===== config.mk =====
export PLATFORM = sky130hd
export DESIGN_NAME = tmcu_gpio_ctrl
export DESIGN_NICKNAME = d
export VERILOG_FILES = /design/src/rtl/tmcu_gpio_pkg.sv /design/src/rtl/tmcu_rr_arbiter.sv /design/src/rtl/tmcu_gpio_ctrl.sv
export SDC_FILE = /design/constraint.sdc
export NUM_CORES = 1
export LEC_CHECK = 0
export ABC_AREA = 1
export CORE_MARGIN = 2
export CORE_UTILIZATION = 39
export DETAILED_ROUTE_END_ITERATION = 10
export PLACE_DENSITY = 0.83
export SLEW_MARGIN = 20
export SYNTH_ARGS = -nofsm -noshare
export SYNTH_HDL_FRONTEND = slang
export SYNTH_SLANG_ARGS = --single-unit

===== constraint.sdc =====
create_clock -name clk -period 2.08 [get_ports clk]
set_input_delay 0.416 -clock clk [delete_from_list [all_inputs] [get_ports clk]]
set_output_delay 0.416 -clock clk [all_outputs]
set_load 0.01 [all_outputs]

===== src/rtl/tmcu_gpio_pkg.sv =====
// Shared types for the T-MCU GPIO access controller: register map, FSM states, default width.
package tmcu_gpio_pkg;

  localparam int GPIO_W = 32;

  typedef enum logic [1:0] {
    ADDR_OUT      = 2'd0,
    ADDR_IN       = 2'd1,
    ADDR_IRQ_EN   = 2'd2,
    ADDR_IRQ_PEND = 2'd3
  } gpio_addr_e;

  typedef enum logic {
    IDLE = 1'b0,
    RESP = 1'b1
  } ctrl_state_e;

endpackage


===== src/rtl/tmcu_rr_arbiter.sv =====
// Round-robin arbiter: combinational one-hot grant searched from a registered pointer.
// The pointer moves to one past the winner whenever update_en is high.
module tmcu_rr_arbiter #(
  parameter int N = 3
) (
  input  logic         clk,
  input  logic         rst,
  input  logic [N-1:0] req,
  input  logic         update_en,
  output logic [N-1:0] grant
);

  localparam int PW = (N > 1) ? $clog2(N) : 1;

  logic [PW-1:0] ptr_q;
  logic [PW-1:0] ptr_nxt;
  logic [PW:0]   idx;
  logic          found;

  // Scan starting at ptr_q and wrapping modulo N; the first asserted request wins.
  always_comb begin
    grant = '0;
    found = 1'b0;
    idx   = '0;
    for (int i = 0; i < N; i++) begin
      idx = {1'b0, ptr_q} + (PW+1)'(i);
      if (idx >= (PW+1)'(N)) idx = idx - (PW+1)'(N);
      if (!found && req[idx[PW-1:0]]) begin
        grant[idx[PW-1:0]] = 1'b1;
        found              = 1'b1;
      end
    end
  end

  always_comb begin
    ptr_nxt = ptr_q;
    for (int i = 0; i < N; i++) begin
      if (grant[i]) ptr_nxt = (i == N-1) ? '0 : PW'(i+1);
    end
  end

  always_ff @(posedge clk) begin
    if (rst)            ptr_q <= '0;
    else if (update_en) ptr_q <= ptr_nxt;
  end

endmodule


===== src/rtl/tmcu_gpio_ctrl.sv =====
// Multi-requester GPIO register controller: round-robin access to OUT / IN / IRQ_EN / IRQ_PEND.
// Edge interrupts exist only when TMCU_GPIO_CTRL_IRQ_EN is defined; otherwise addr 2/3 read 0.
module tmcu_gpio_ctrl
  import tmcu_gpio_pkg::*;
#(
  parameter int NREQ = 3,
  parameter int W    = GPIO_W
) (
  input  logic                     clk,
  input  logic                     rst,
  input  logic [NREQ-1:0]          req_valid,
  output logic [NREQ-1:0]          req_ready,
  input  logic [NREQ-1:0]          req_write,
  input  logic [NREQ-1:0][1:0]     req_addr,
  input  logic [NREQ-1:0][W-1:0]   req_mask,
  input  logic [NREQ-1:0][W-1:0]   req_wdata,
  output logic [NREQ-1:0]          rsp_valid,
  output logic [W-1:0]             rsp_rdata,
  input  logic [W-1:0]             gpio_in,
  output logic [W-1:0]             gpio_out,
  output logic                     irq,
  output ctrl_state_e              state_dbg
);

  // Handshake: a requester holds valid and payload stable; the access completes on the
  // edge where valid & ready are both high, and its response strobes one cycle later.

  ctrl_state_e     state_q, state_nxt;
  logic [NREQ-1:0] grant;
  logic [NREQ-1:0] gnt_q;
  logic            hs;

  logic            sel_write;
  logic [1:0]      sel_addr_raw;
  gpio_addr_e      sel_addr;
  logic [W-1:0]    sel_mask;
  logic [W-1:0]    sel_wdata;

  logic [W-1:0]    sync1_q, sync2_q;
  logic [W-1:0]    out_q;
  logic [W-1:0]    rdata_q;
  logic [W-1:0]    rd_val;
  logic [W-1:0]    en_val, pend_val;

  tmcu_rr_arbiter #(.N(NREQ)) u_arb (
    .clk       (clk),
    .rst       (rst),
    .req       (req_valid),
    .update_en (hs),
    .grant     (grant)
  );

  assign hs        = (state_q == IDLE) && !rst && (|req_valid);
  assign gpio_out  = out_q;
  assign state_dbg = state_q;

  // Grant is one-hot, so OR-reduction selects the winner's payload.
  always_comb begin
    sel_write    = 1'b0;
    sel_addr_raw = 2'b00;
    sel_mask     = '0;
    sel_wdata    = '0;
    for (int i = 0; i < NREQ; i++) begin
      if (grant[i]) begin
        sel_write    = sel_write    | req_write[i];
        sel_addr_raw = sel_addr_raw | req_addr[i];
        sel_mask     = sel_mask     | req_mask[i];
        sel_wdata    = sel_wdata    | req_wdata[i];
      end
    end
  end
  assign sel_addr = gpio_addr_e'(sel_addr_raw);

  always_ff @(posedge clk) begin
    if (rst) state_q <= IDLE;
    else     state_q <= state_nxt;
  end

  always_comb begin
    state_nxt = state_q;
    case (state_q)
      IDLE:    if (|req_valid) state_nxt = RESP;
      RESP:    state_nxt = IDLE;
      default: state_nxt = IDLE;
    endcase
  end

  // Outputs are masked by rst so a response caught by reset is never presented.
  always_comb begin
    req_ready = '0;
    rsp_valid = '0;
    rsp_rdata = '0;
    if (!rst) begin
      case (state_q)
        IDLE: req_ready = grant;
        RESP: begin
          rsp_valid = gnt_q;
          rsp_rdata = rdata_q;
        end
        default: ;
      endcase
    end
  end

  always_comb begin
    rd_val = '0;
    case (sel_addr)
      ADDR_OUT:      rd_val = out_q;
      ADDR_IN:       rd_val = sync2_q;
      ADDR_IRQ_EN:   rd_val = en_val;
      ADDR_IRQ_PEND: rd_val = pend_val;
      default:       rd_val = '0;
    endcase
  end

  always_ff @(posedge clk) begin
    if (rst) begin
      sync1_q <= '0;
      sync2_q <= '0;
      out_q   <= '0;
      rdata_q <= '0;
      gnt_q   <= '0;
    end else begin
      sync1_q <= gpio_in;
      sync2_q <= sync1_q;
      if (hs) begin
        gnt_q   <= grant;
        rdata_q <= rd_val;
        if (sel_write && sel_addr == ADDR_OUT)
          out_q <= (out_q & ~sel_mask) | (sel_wdata & sel_mask);
      end
    end
  end

`ifdef TMCU_GPIO_CTRL_IRQ_EN
  logic [W-1:0] sync_d_q, en_q, pend_q;
  logic [W-1:0] rise, en_nxt, pend_clr, pend_nxt;
  logic         irq_q;

  assign rise     = sync2_q & ~sync_d_q;
  assign en_nxt   = (hs && sel_write && sel_addr == ADDR_IRQ_EN)
                  ? ((en_q & ~sel_mask) | (sel_wdata & sel_mask)) : en_q;
  assign pend_clr = (hs && sel_write && sel_addr == ADDR_IRQ_PEND)
                  ? (sel_mask & sel_wdata) : '0;
  // Clear first, then set: a fresh edge in the clearing cycle is not lost.
  assign pend_nxt = (pend_q & ~pend_clr) | (rise & en_q);

  always_ff @(posedge clk) begin
    if (rst) begin
      sync_d_q <= '0;
      en_q     <= '0;
      pend_q   <= '0;
      irq_q    <= 1'b0;
    end else begin
      sync_d_q <= sync2_q;
      en_q     <= en_nxt;
      pend_q   <= pend_nxt;
      irq_q    <= |(pend_nxt & en_nxt);
    end
  end

  assign en_val   = en_q;
  assign pend_val = pend_q;
  assign irq      = irq_q;
`else
  assign en_val   = '0;
  assign pend_val = '0;
  assign irq      = 1'b0;
`endif

endmodule


After elaboration in Yosys (flattened, before gate mapping)
Cells that the tools add are included.
{"block": "totals", "mem_bits_rw": 0, "wordCells": 100, "inputBits": 238, "output_inout_bits": 72, "mem_bits_ro": 0, "reg_bits": 134, "latch_bits": 0, "memories": 0}
{"block": "classes", "addsub": 5, "multipliers": 0, "div": 0, "magnitude_cmp": 9, "bitwise": 15, "muxes": 44, "shifts": 0, "reduce_logical": 17, "n_eq_ne": 3}
{"op": "32-bit 2-to-1 mux", "count": 8}
{"op": "32-bit OR", "count": 5}
{"op": "32-bit case mux with 3 select lines", "count": 1}
{"op": "32-bit AND", "count": 2}
{"op": "32-bit inverter", "count": 1}
{"op": "3-bit 2-to-1 mux", "count": 7}
{"op": "2-bit 2-to-1 mux", "count": 9}
{"op": "1-bit 2-to-1 mux", "count": 12}
{"op": "2-bit by 3-bit < comparator with 1-bit output, second input constant", "count": 3}
{"op": "1-bit logical AND", "count": 8}
{"op": "1-bit binary-select mux with 2-bit select", "count": 3}
{"op": "1-bit demux with 2-bit select", "count": 3}
{"op": "2-bit by 1-bit >= comparator with 1-bit output, second input constant", "count": 3}
{"op": "3-bit by 2-bit >= comparator with 1-bit output, second input constant", "count": 2}
{"op": "3-bit OR", "count": 2}
{"op": "2-bit subtractor, second input constant", "count": 3}
{"op": "2-bit == test, second input constant", "count": 2}
{"op": "2-bit OR", "count": 2}
{"op": "2-bit AND reduction", "count": 2}
{"op": "2-bit by 1-bit adder with 3-bit output, second input constant", "count": 1}
{"op": "2-bit by 2-bit adder with 3-bit output, second input constant", "count": 1}
{"op": "1-bit logical NOT", "count": 3}
{"op": "3-bit nonzero test", "count": 1}
{"op": "3-bit OR reduction", "count": 1}
{"op": "7 further kinds", "count": 8}

Depth between registers and ports, before layout
{"block": "depth", "ltp_word": 19, "depth_mapped": 19, "depth_no_buf": 18}

Cells and area by module
A second synthesis with hierarchy kept.
{"block": "unflattened", "cells_unflattened": 1125, "area_unflattened_um2": 6979.2}
{"module": "tmcu_gpio_ctrl", "area_per_inst_um2": 6633.9, "cells_each": 1066, "instances": 1}
{"module": "tmcu_rr_arbiter", "area_per_inst_um2": 345.3, "cells_each": 59, "instances": 1}

Worst setup path before layout
OpenSTA, ideal clock, no wires.
{"block": "synth_path", "kind": "reg-to-output", "start": "reg u_arb.ptr_q[0]", "end": "out req_ready[1]", "slack_ns": -0.201, "arrival_time_ns": 1.865, "path_stages_with_launch": 15, "cell_sequence": "dfxtp_1 inv_1 ha_1 inv_1 nand2_1 nand3_1 nand2_1 nand2_1 inv_2 nand3_1 nand2_2 buf_4 buf_2 inv_1 nor2_1"}
{"block": "synth_via", "elab_chain_len": 13, "word_cells_on_any_way": 45}
{"item": "from (decl)", "line_no": "tmcu_rr_arbiter.sv:15", "source": "logic [PW-1:0] ptr_q;"}
{"item": "from (signal assigned)", "line_no": "tmcu_rr_arbiter.sv:44", "source": "else if (update_en) ptr_q <= ptr_nxt;"}
{"item": "2-bit by 1-bit adder with 3-bit output, or another cell as far along", "line_no": "tmcu_rr_arbiter.sv:26", "source": "idx = {1'b0, ptr_q} + (PW+1)'(i);"}
{"item": "3-bit by 2-bit >= comparator with 1-bit output, or another cell as far along", "line_no": "tmcu_rr_arbiter.sv:27", "source": "if (idx >= (PW+1)'(N)) idx = idx - (PW+1)'(N);"}
{"item": "2-bit 2-to-1 mux, or another cell as far along", "line_no": "tmcu_rr_arbiter.sv:27"}
{"item": "2-bit by 3-bit < comparator with 1-bit output (implied by the code), or another cell as far along", "line_no": "tmcu_rr_arbiter.sv:29", "source": "grant[idx[PW-1:0]] = 1'b1;"}
{"item": "1-bit logical AND (implied by the code), or another cell as far along", "line_no": "tmcu_rr_arbiter.sv:29"}
{"item": "1-bit 2-to-1 mux (implied by the code), or another cell as far along", "line_no": "tmcu_rr_arbiter.sv:29"}
{"item": "1-bit demux with 2-bit select, or another cell as far along"}
{"item": "3-bit OR (no source line) or 1-bit 2-to-1 mux (tied branches)"}
{"item": "3-bit 2-to-1 mux or 1-bit logical NOT (tied branches)", "line_no": "tmcu_rr_arbiter.sv:28", "source": "if (!found && req[idx[PW-1:0]]) begin"}
{"item": "3-bit OR (no source line) or 1-bit logical AND (tied branches)"}
{"item": "3-bit 2-to-1 mux (*)", "line_no": "tmcu_rr_arbiter.sv:28"}
{"item": "3-bit 2-to-1 mux (*)", "line_no": "tmcu_gpio_ctrl.sv:94", "source": "case (state_q)"}
{"item": "3-bit 2-to-1 mux (*)", "line_no": "tmcu_gpio_ctrl.sv:93", "source": "if (!rst) begin"}
{"item": "to (decl)", "line_no": "tmcu_gpio_ctrl.sv:12", "source": "output logic [NREQ-1:0] req_ready,"}
Mark *: on every way between the ends. The rest lies on a longest branch, timed or not. The select of a mux whose other input is x is not followed.

==> results.json <==
{
  "fmax_ghz": 0.400,
  "grt_max_degree": 57,
  "die-area_um2": 19400,
  "max_stage_delay_ns": 0.37,
  "vias": 8926,
  "synth-main-ff-cell": "dfxtp_1",
  "drv_cap": 0,
  "synth_most_common_cell": "nand2_1",
  "min-delay-start": "sync1_q[31]",
  "syn_inst": 1166,
  "antenna_found_initial": 0,
  "num_rows": 49,
  "switching_share_pct": 37.9,
  "synth_seq_cells": 134,
  "ys_seq_area_share_pct": 37.6,
  "p_clk_share_pct": 26.0,
  "syn_nets": 1408,
  "worstPathMaxFanout": 6,
  "avgSynthCellArea_um2": 6.11,
  "synth.distinct_cells": 27,
  "cts_buffers": 17,
  "area_growth_pct": 79.3,
  "via_per_inst": 5.07,
  "grt_pass1_vias": 8438,
  "clock_skew_ns": 0.00776,
  "place_congestion": 0.857,
  "ant_nets": 0,
  "cts_root_buf": "clkbuf_16",
  "crit_type": "flip-flop to flip-flop",
  "setup_viol": 68,
  "critPathRequiredTime_ns": 2.40,
  "die_height_um": 139,
  "hold_end": "sync2_q[31]",
  "cts_tree": "done",
  "holdWs_ns": 0.401,
  "rsz0062_at_grt": "true",
  "die_x_um": 139,
  "hpwl_mm": 19.1,
  "track_usage_pct": 27.5,
  "internal_power_mw": 7.30,
  "wl_per_cell_um": 17.0,
  "reg2reg_depth": 19,
  "min_period_ns": 2.50,
  "synthArstFlopShare_pct": 0,
  "clock_path_buffers": 2,
  "ys_top_cells_by_area": "dfxtp_1 38%, nand2_1 18%, inv_1 11%",
  "yosys_warnings": 0,
  "syn_area_um2": 7130,
  "htree_levels": 4,
  "worstReg2RegStart": "u_arb.ptr_q[0]",
  "finalMaxSlewViolations": 0,
  "finish.utilization_pct": 71.2,
  "relSlewSlack_pct": 61.3,
  "drtIter0Drc": 570,
  "nets": 1760,
  "drive_gt1_share_pct": 18.2,
  "worst_path_max_delay_cell": "dfxtp_4",
  "post-route-period-util_pct": 120,
  "synth_top_cell_area_share_pct": 37.6,
  "p_per_area_nw_per_um2": 919,
  "synth_edf_count": 0,
  "min_path_type": "flip-flop to flip-flop",
  "peakVddDrop_v": 0.000705,
  "cts_hold_buf": 0,
  "violations": "negative setup slack",
  "hold_viol_final": 0,
  "diodes": 0,
  "cp_cell_sequence": "inv_4, ha_4, nand2_1, nand3_2, nand2_2, nand2_4, inv_6, nand3_4, nand2_4, buf_6, nand2_4, nand3_4, nor2_4, buf_6, buf_12, buf_16, nand4_1, nand2_1, nor2_1",
  "worstSetupEndpointType": "flip-flop",
  "worstSkewPairLatency_ns": 0.42,
  "wl_mm": 29.9,
  "crit_start": "u_arb.ptr_q[0]",
  "grt_overflow": 0,
  "p_sw_mw": 4.45,
  "dr.pass1.iters": 7,
  "reg2reg_slack_ns": -0.42,
  "holdPathStages": 2,
  "initial_core_util_pct": 39.7,
  "io_pins": 310,
  "synthTopCellsByCount": "351 x nand2_1, 205 x inv_1, 140 x nand3_1, 134 x dfxtp_1, 107 x nor2_1",
  "grt_first_pass_wirelength_mm": 42.2,
  "pwr-share-comb_pct": 49.3,
  "start_kind": "flip-flop",
  "yosysTopAreaCell": "dfxtp_1",
  "status": "finished, violations left",
  "critPathMostFrequentCell": "nand2_4",
  "setup_slack_ns": -0.420,
  "clkTransAtPathRegs_ns": 0.06,
  "worstMarginPinSlew_ns": 0.581,
  "core_area_um2": 18000,
  "leakagePower_nw": 6.06,
  "crit_buf_inv": 6,
  "arrival_ns": 2.82,
  "drt_drc_violations_left": 0,
  "port-buffer-count": 308,
  "p_seq_share_pct": 24.6,
  "critPathTopFamily": "simple AND/OR/NAND/NOR gates",
  "clkSinkCount": 134
}
==> logic make-up after synthesis <==
kind of cell               after synthesis  synth area share [%]
AOI/OAI and AO/OA                       73                  5.32
adders and majority gates                4                 0.702
buffers and inverters                  284                  16.2
DFF                                    134                  37.6
other                                    1                0.0526
and+or+nand+nor                        670                  40.1
==> cell usage in the layout, fill, tap and decap left out, types with 2 or more instances in the layout <==
cell type / netlist / final
dlygate4sd2_1: 0 / 33
nand4_1: 32 / 32
nand3_4: 1 / 8
clkbuf_16: 0 / 27
bufinv_16: 0 / 2
clkinv_4: 0 / 4
inv_4: 0 / 3
nand2_2: 3 / 22
ha_2: 0 / 2
buf_4: 6 / 44
nor2_4: 1 / 3
inv_6: 0 / 6
nand2_4: 0 / 32
clkinvlp_4: 0 / 2
clkinv_8: 0 / 2
nand2_1: 351 / 300
ha_4: 0 / 2
nand3_1: 140 / 93
dfxtp_1: 134 / 132
nor3_2: 0 / 9
dlygate4sd1_1: 0 / 2
buf_16: 0 / 9
nor2_2: 0 / 4
buf_12: 0 / 12
buf_6: 5 / 19
nor3_1: 32 / 23
o21ai_0: 34 / 33
a21oi_1: 34 / 34
inv_1: 205 / 195
clkdlybuf4s50_1: 0 / 268
inv_2: 6 / 10
nand3_2: 3 / 43
buf_8: 0 / 5
nor2_1: 107 / 101
==> stage by stage <==
step	setup TNS, ns	cells	instance area (um2)	total power, mW	setup WS [ns]
2_1_floorplan	-0.00534	1166	7170	5.12	-0.00534
3_3_place_gp	-39.18	1683	10700	6.50	-0.692
3_5_place_dp	-49.11	1683	10700	6.56	-0.812
4_1_cts	-17.21	1741	11900	10.8	-0.322
5_1_grt	-28.74	1760	12800	12.3	-0.522
6_report	-23.16	1760	12800	11.7	-0.420
==> how the worst max path moves through the flow <==
stage	end	slack, ns	cells after the start
2_1_floorplan	req_ready[1]	-0.005	13
3_3_place_gp	req_ready[1]	-0.69	10
3_5_place_dp	flip-flop	-0.81	17
4_1_cts	req_ready[1]	-0.32	13
5_1_grt	flip-flop	-0.52	21
6_report	flip-flop	-0.42	19
==> per-layer routing <==
metal | global-route usage, % | vias to the layer above | wire length, um
met1 | 29.7 | 4087 | 11100
met4 | 13.9 | 0 | 1360
li1 | - | 4279 | -
met5 | 0 | - | 0
met3 | 6.84 | 87 | 2430
met2 | 49.8 | 473 | 15000
==> what timing repair did <==
action | CTS | global route
pin swaps | 14 | 63
gates cloned | 9 | 16
buffers inserted | 17 | 4
setup endpoints to repair | 104 | 78
gates resized for setup | 134 | 142
==> worst reg2reg max path: cells and delay by family (launching register included) <==
family | cells | cell delay [ns]
adder cells (fa/ha/maj) | 1 | 0.31
buffers and inverters | 6 | 0.68
flip-flops | 1 | 0.37
AND/OR/NAND/NOR | 12 | 1.06
==> layout make-up <==
cell class	instances	area, um2
clock inverter	14	165
tap	229	287
clock buffer	18	439
timing repair buffer	403	4360
sequential	134	2690
multi-input combinational	748	3990
inverter	213	838
fill	1419	5180
timing repair inverter	1	16.3
==> power groups by stage <==
stage	sequential [mW]	combinational (mW)	clock (mW)
after global placement	2.92	3.58	0
final	2.89	5.79	3.06
after floorplan	2.90	2.21	0
after detailed placement	2.92	3.63	0
after CTS	2.88	4.82	3.09
after global routing	2.90	6.17	3.20
(Power assumes the default switching activity.)
==> patch 1, RTL diff (config.mk and constraints unchanged) <==
The parameter `NREQ` goes from 3 to 5.
--- a/src/rtl/tmcu_gpio_ctrl.sv
+++ b/src/rtl/tmcu_gpio_ctrl.sv
@@ -4,5 +4,5 @@
   import tmcu_gpio_pkg::*;
 #(
-  parameter int NREQ = 3,
+  parameter int NREQ = 5,
   parameter int W    = GPIO_W
 ) (
Ports: changed (7 resized); port bits go from 310 to 450. No check against the original RTL was run, so the function may have changed too.
==> patch 1 against the unedited design <==
The flow still finishes with violations (setup timing). Area after synthesis is 31% higher. Worst setup slack worse by 1.1 ns. Design area rose by 31%. First-iteration DRC count is 78% higher. Power grew to 2.8 times the old value. Count of clock-buffer cells in the layout shrank 1. Global-route usage grew 8.7 points. Hold slack got worse by 0.0017 ns. Sequential cell count is 3 higher. Clock power is 5% lower. Synthesized cell count increased by 43%. Routed wire length grew 60%. Largest power group unchanged.
==> patch 1: results (changes against the unedited design) <==
INFO  metric run_status = finished with violations
INFO  metric failed_checks = setup timing
INFO  metric worst_slack = -1.539 ns (-1.119 ns)
INFO  metric switching_share = 51.84% (+14 points)
INFO  metric number_of_antenna_violations_at_the_first_check_in_global_routing = 11 (+11)
INFO  metric avgRoutedWirePerCell = 18.66 um (+9.8%)
INFO  metric fin_worst_skew = 0.01128 ns (+0.003517 ns)
INFO  metric synth_top_cells_by_area = dfxtp_1, nand2_1, inv_1
INFO  metric place.gp.congestion = 0.9801 (+14%)
INFO  metric detailroute.wirelength.met3 = 4957 um (+100%)
INFO  metric met2_usage = 61.39% (+12 points)
INFO  metric routed_via_density = 5.052 (-0.38%)
INFO  metric worst_setup_path_startpoint = u_arb.ptr_q[1]
INFO  metric top_layer_used = met5
INFO  metric setup_tns = -109.19 ns (-86.03 ns)
INFO  metric seq_power_share = 10.0% (-15 points)
INFO  metric grt_start_max_net_pins = 72 (+26%)
INFO  metric net_switching_power = 0.01732 W (+290%)
INFO  metric grt_use_total = 36.21% (+8.7 points)
INFO  metric placed_cell_area = 0.01503 sq mm (+41%)
INFO  metric met1_usage = 41.16% (+11 points)
INFO  metric critical_path.reg2reg.startpoint = u_arb.ptr_q[1]
INFO  metric post_placement_worst_setup_slack = -1.568 ns (-0.7552 ns)
INFO  metric layoutNonFillerInstCount = 2561 (+46%)
INFO  metric multi_input_comb_area = 0.005599 sq mm (+40%)
INFO  metric yosysSeqAreaShare = 29.47% (-8.2 points)
INFO  metric clock_insertion_delay_worst_skew = 0.44 ns (+0.02 ns)
INFO  metric max_stage_delay = 0.39 ns (+0.02 ns)
INFO  metric drive_gt1_share = 15.49% (-2.7 points)
INFO  metric number_of_global_route_vias_before_repair = 12290 (+46%)
INFO  metric met1Wirelength = 17830 um (+61%)
INFO  metric worst_ir_drop_vdd = 2.136 mV (+200%)
INFO  metric fillerInstances = 1908 (+34%)
INFO  metric final-setup-viol-count = 77 (+13%)
INFO  metric crit_arrival = 3.99 ns (+1.17 ns)
INFO  metric io_buffer_count = 448 (+45%)
INFO  metric synthesis.instances = 1669 (+43%)
INFO  metric post_detail_place_hpwl = 35880 um (+88%)
INFO  metric power_in_combinational_cells = 0.0272 W (+370%)
INFO  metric grt_first_pass_wirelength = 67470 um (+60%)
INFO  metric cellLeakagePower = 7.971 nW (+32%)
patch 1: changes by cell type after synthesis, moves of 17 or more:
cell     change
buf_2       +17
a21oi_1     -30
inv_1       +53
nand2_1    +281
nor2_1      +63
nand4_1     +41
nand3_1     +34
patch 1: cell type report:
class / instances / share of cell area (%)
Clock inverter: 15 / 0.8018
Sequential cell: 137 / 16.48
Timing Repair Buffer: 620 / 37.93
Inverter: 271 / 6.182
Tap cell: 319 / 2.390
Clock buffer: 17 / 2.548
Antenna cell: 9 / 0.1349
Multi-Input combinational cell: 1173 / 33.53
patch 1: worst min-delay path by stage:
| stage | slack (ns) | cells after the start | end | start |
|---|---|---|---|---|
| final | 0.40 | 2 | sync2_q[19] | sync1_q[19] |
| after global routing | 0.40 | 3 | sync1_q[7] | rst |
| after CTS | 0.39 | 4 | gnt_q[3] | rst |
| after detailed placement | 0.39 | 2 | sync2_q[19] | sync1_q[19] |
| after global placement | 0.39 | 2 | sync2_q[26] | sync1_q[26] |
| after floorplan | 0.39 | 2 | sync2_q[0] | sync1_q[0] |
patch 1: cells by family after synthesis:
| logic type | count (synthesis) | share of synthesized area, % |
|---|---|---|
| simple gates | 1107 | 50.49 |
| buf+inv | 360 | 15.68 |
| flops | 137 | 29.47 |
| compound gates | 54 | 2.931 |
| fa+ha+maj | 9 | 1.291 |
| xor+xnor | 1 | 0.09414 |
| other cells | 1 | 0.04030 |
patch 1: tightest hold or removal path, delay by kind of cell (launching register included):
kind	cells	cell delay (ns)
DFF	1	0.30
buffers and inverters	1	0.04
and+or+nand+nor	1	0.03
patch 1: timing repair:
action,in CTS,in global routing
gates cloned,6,6
pin swaps,19,26
resized for setup,94,97
setup endpoints to repair,111,84
setup buffers,25,15
==> patch 2, RTL diff (same flow settings) <==
Made on the original files. Register the output `state_dbg` once more; this adds one clock of latency there. The other outputs are not delayed to match.
--- a/src/rtl/tmcu_gpio_ctrl.sv
+++ b/src/rtl/tmcu_gpio_ctrl.sv
@@ -53,5 +53,7 @@
   assign hs        = (state_q == IDLE) && !rst && (|req_valid);
   assign gpio_out  = out_q;
-  assign state_dbg = state_q;
+  always_ff @(posedge clk) begin
+    state_dbg <= state_q;
+  end
 
   // Grant is one-hot, so OR-reduction selects the winner's payload.
Formal check against the unedited RTL: not equivalent (Yosys sat finds a counterexample within 4 cycles, from zero or initial values and one cycle with rst high).
==> patch 2 against the unedited design <==
Critical path type unchanged. Design area rose by 0.57%. The run still ends with setup timing left. Synthesized cell count barely moved. Largest power group unchanged. Area after synthesis rose by 0.28%. Worst setup slack got worse by 0.0081 ns. Clock skew rose by 0.0024 ns. Highest routed layer unchanged. Power rose by 4.5%. Die area rose by 0.27%. Routed wire length fell by 0.59%. Sequential cell count rose by 1. Non-clock buffer count rose by 8.
==> patch 2: results (changes against the unedited design) <==
INFO  metric synth_top_cells_by_area = dfxtp_1, nand2_1, inv_1
INFO  metric drt_pass1_iterations = 5 (-2)
INFO  metric crit_arrival = 2.83 ns (about the same)
INFO  metric routed_via_density = 5.030 (-0.82%)
INFO  metric cp_slowest_cell = dfxtp_4
INFO  metric crit_family = buffers and inverters
INFO  metric grt_use_total = 29.15% (+1.7 points)
INFO  metric muxShareOfSynthArea = 0% (unchanged)
INFO  metric post_detail_place_hpwl = 19040 um (-0.45%)
INFO  metric number_of_antenna_violations_at_the_first_check_in_global_routing = 0 (unchanged)
INFO  metric crit_path_max_fanout = 5 (-1)
INFO  metric insertedDiodeCount = 0 (unchanged)
INFO  metric hold_path_end = state_dbg
INFO  metric yosysSeqAreaShare = 37.80% (+0.17 points)
INFO  metric drtIter0Drc = 555 (-2.6%)
INFO  metric cellLeakagePower = 6.081 nW (+0.33%)
INFO  metric number_of_nets_in_the_finished_design = 1768 (+0.45%)
INFO  metric rr_worst_depth = 22 (+3)
INFO  metric whs_path_depth = 0 (-2)
INFO  metric final-setup-viol-count = 68 (unchanged)
INFO  metric syn-num-nets = 1409 (+0.071%)
INFO  metric cts_h_tree_depth = 4 (unchanged)
INFO  metric post_synth_adder_cell_area = 0.7000% (-0.0020 points)
INFO  metric yosysUniqueCellTypes = 27 (unchanged)
INFO  metric drive_gt1_share = 18.45% (+0.23 points)
INFO  metric cts.reportedPaths.clkPinSlew = 0.06 ns (about the same)
INFO  metric placed_cell_area = 0.01076 sq mm (+0.87%)
INFO  metric grt_first_pass_wirelength = 44950 um (+6.4%)
INFO  metric run_status = finished with violations
INFO  metric avgRoutedWirePerCell = 16.82 um (-1.0%)
INFO  metric place.gp.congestion = 0.8532 (-0.41%)
INFO  metric worst_ir_drop_vdd = 0.6332 mV (-10%)
INFO  metric synth.yosys.warnings = 0 (unchanged)
INFO  metric grt_start_max_net_pins = 54 (-5.3%)
INFO  metric max_buffers_root_to_sink = 2 (unchanged)
INFO  metric io_buffer_count = 308 (unchanged)
INFO  metric synth_compound_area_share = 5.303% (-0.015 points)
INFO  metric tightestPinTransition = 0.5488 ns (-0.03183 ns)
INFO  metric synth-main-ff-cell = dfxtp_1
INFO  metric min-delay-path-class = reg -> reg
INFO  metric switching_share = 36.05% (-1.8 points)
INFO  metric synth.top_cells.by_count = nand2_1, inv_1, nand3_1
INFO  metric fillerInstances = 1411 (-0.56%)
INFO  metric max_stage_delay = 0.37 ns (about the same)
INFO  metric critical_path.reg2reg.startpoint = u_arb.ptr_q[0]
INFO  metric number_of_global_route_vias_before_repair = 8804 (+4.3%)
INFO  metric min-delay-start = state_q
INFO  metric fin_worst_skew = 0.01019 ns (+0.002432 ns)
INFO  metric post_placement_worst_setup_slack = -0.7485 ns (+0.06386 ns)
INFO  metric r2r-end = rdata_q[11]
INFO  metric worst_slack = -0.4279 ns (-0.008142 ns)
INFO  metric failed_checks = setup timing
INFO  metric tritoncts.num_buffers = 17 (unchanged)
## patch 2: changes by cell type after synthesis, sizes merged
cell / before / now
dfxtp: 134 / 135
## patch 2: how the worst max path moves through the flow
stage,startpoint,to,slack [ns],depth (start not counted)
final,u_arb.ptr_q[0],rdata_q[11],-0.43,22
after floorplan,u_arb.ptr_q[1],req_ready[1],-0.005,13
after detailed placement,req_valid[0],register,-0.75,17
after CTS,u_arb.ptr_q[0],req_ready[0],-0.36,13
after global routing,u_arb.ptr_q[0],register,-0.55,21
after global placement,req_valid[0],register,-0.62,17
## patch 2: cell type report
class | instances | area (sq um) | share of cell area [%]
Sequential cell | 135 | 2710 | 21.08
Tap cell | 229 | 286.5 | 2.229
Multi-Input combinational cell | 748 | 3946 | 30.70
Timing Repair Buffer | 411 | 4420 | 34.39
Inverter | 213 | 817.0 | 6.356
Clock buffer | 18 | 429.2 | 3.339
Clock inverter | 14 | 244.0 | 1.898
## patch 2: timing repair
action / CTS / global route
pin swaps: 27 / 58
hold buffers: 0 / 0
gates cloned: 14 / 5
setup buffers: 31 / 8
endpoints found under the setup margin: 104 / 77
resized for setup: 178 / 90
## patch 2: logic make-up (layout without fill, tap and decap cells)
| family | Yosys count | after routing |
|---|---|---|
| and+or+nand+nor | 670 | 670 |
| buffers and inverters | 284 | 656 |
| DFF | 135 | 135 |
| AOI/OAI and AO/OA | 73 | 73 |
| adders and majority gates | 4 | 4 |
| other | 1 | 1 |
## patch 2: metal layers
layer | wire length, um | global-route usage [%] | up-vias
li1 | - | - | 4284
met1 | 10790 | 31.79 | 4078
met2 | 15290 | 53.77 | 458
met3 | 2523 | 6.366 | 73
met4 | 1137 | 13.24 | 0
met5 | 0 | 0 | -
## patch 2: worst reg2reg max path: cells and delay by family (launching register included)
family                   cells  cell delay, ns
adder cells (fa/ha/maj)      1            0.31
buffers and inverters        9            0.87
flip-flops                   1            0.37
AND/OR/NAND/NOR             12            0.83
## patch 2: through the flow
step	cells	hold WS [ns]	TNS [ns]	total power [W]
floorplan	1167	0.3549	-0.005337	0.005138
global placement	1687	0.3588	-37.17	0.006678
detailed placement	1687	0.3626	-44.06	0.006761
CTS	1764	0.3724	-18.67	0.01192
global route	1768	0.3879	-32.16	0.01281
finish	1768	0.3776	-22.77	0.01228
## patch 2: power by group through the flow
stage	clock network, W	logic (W)	registers [W]
2_1_floorplan	0	0.00221	0.00293
3_3_place_gp	0	0.00374	0.00293
3_5_place_dp	0	0.00382	0.00294
4_1_cts	0.00349	0.00554	0.00290
5_1_grt	0.00360	0.00628	0.00292
6_report	0.00347	0.00590	0.00291
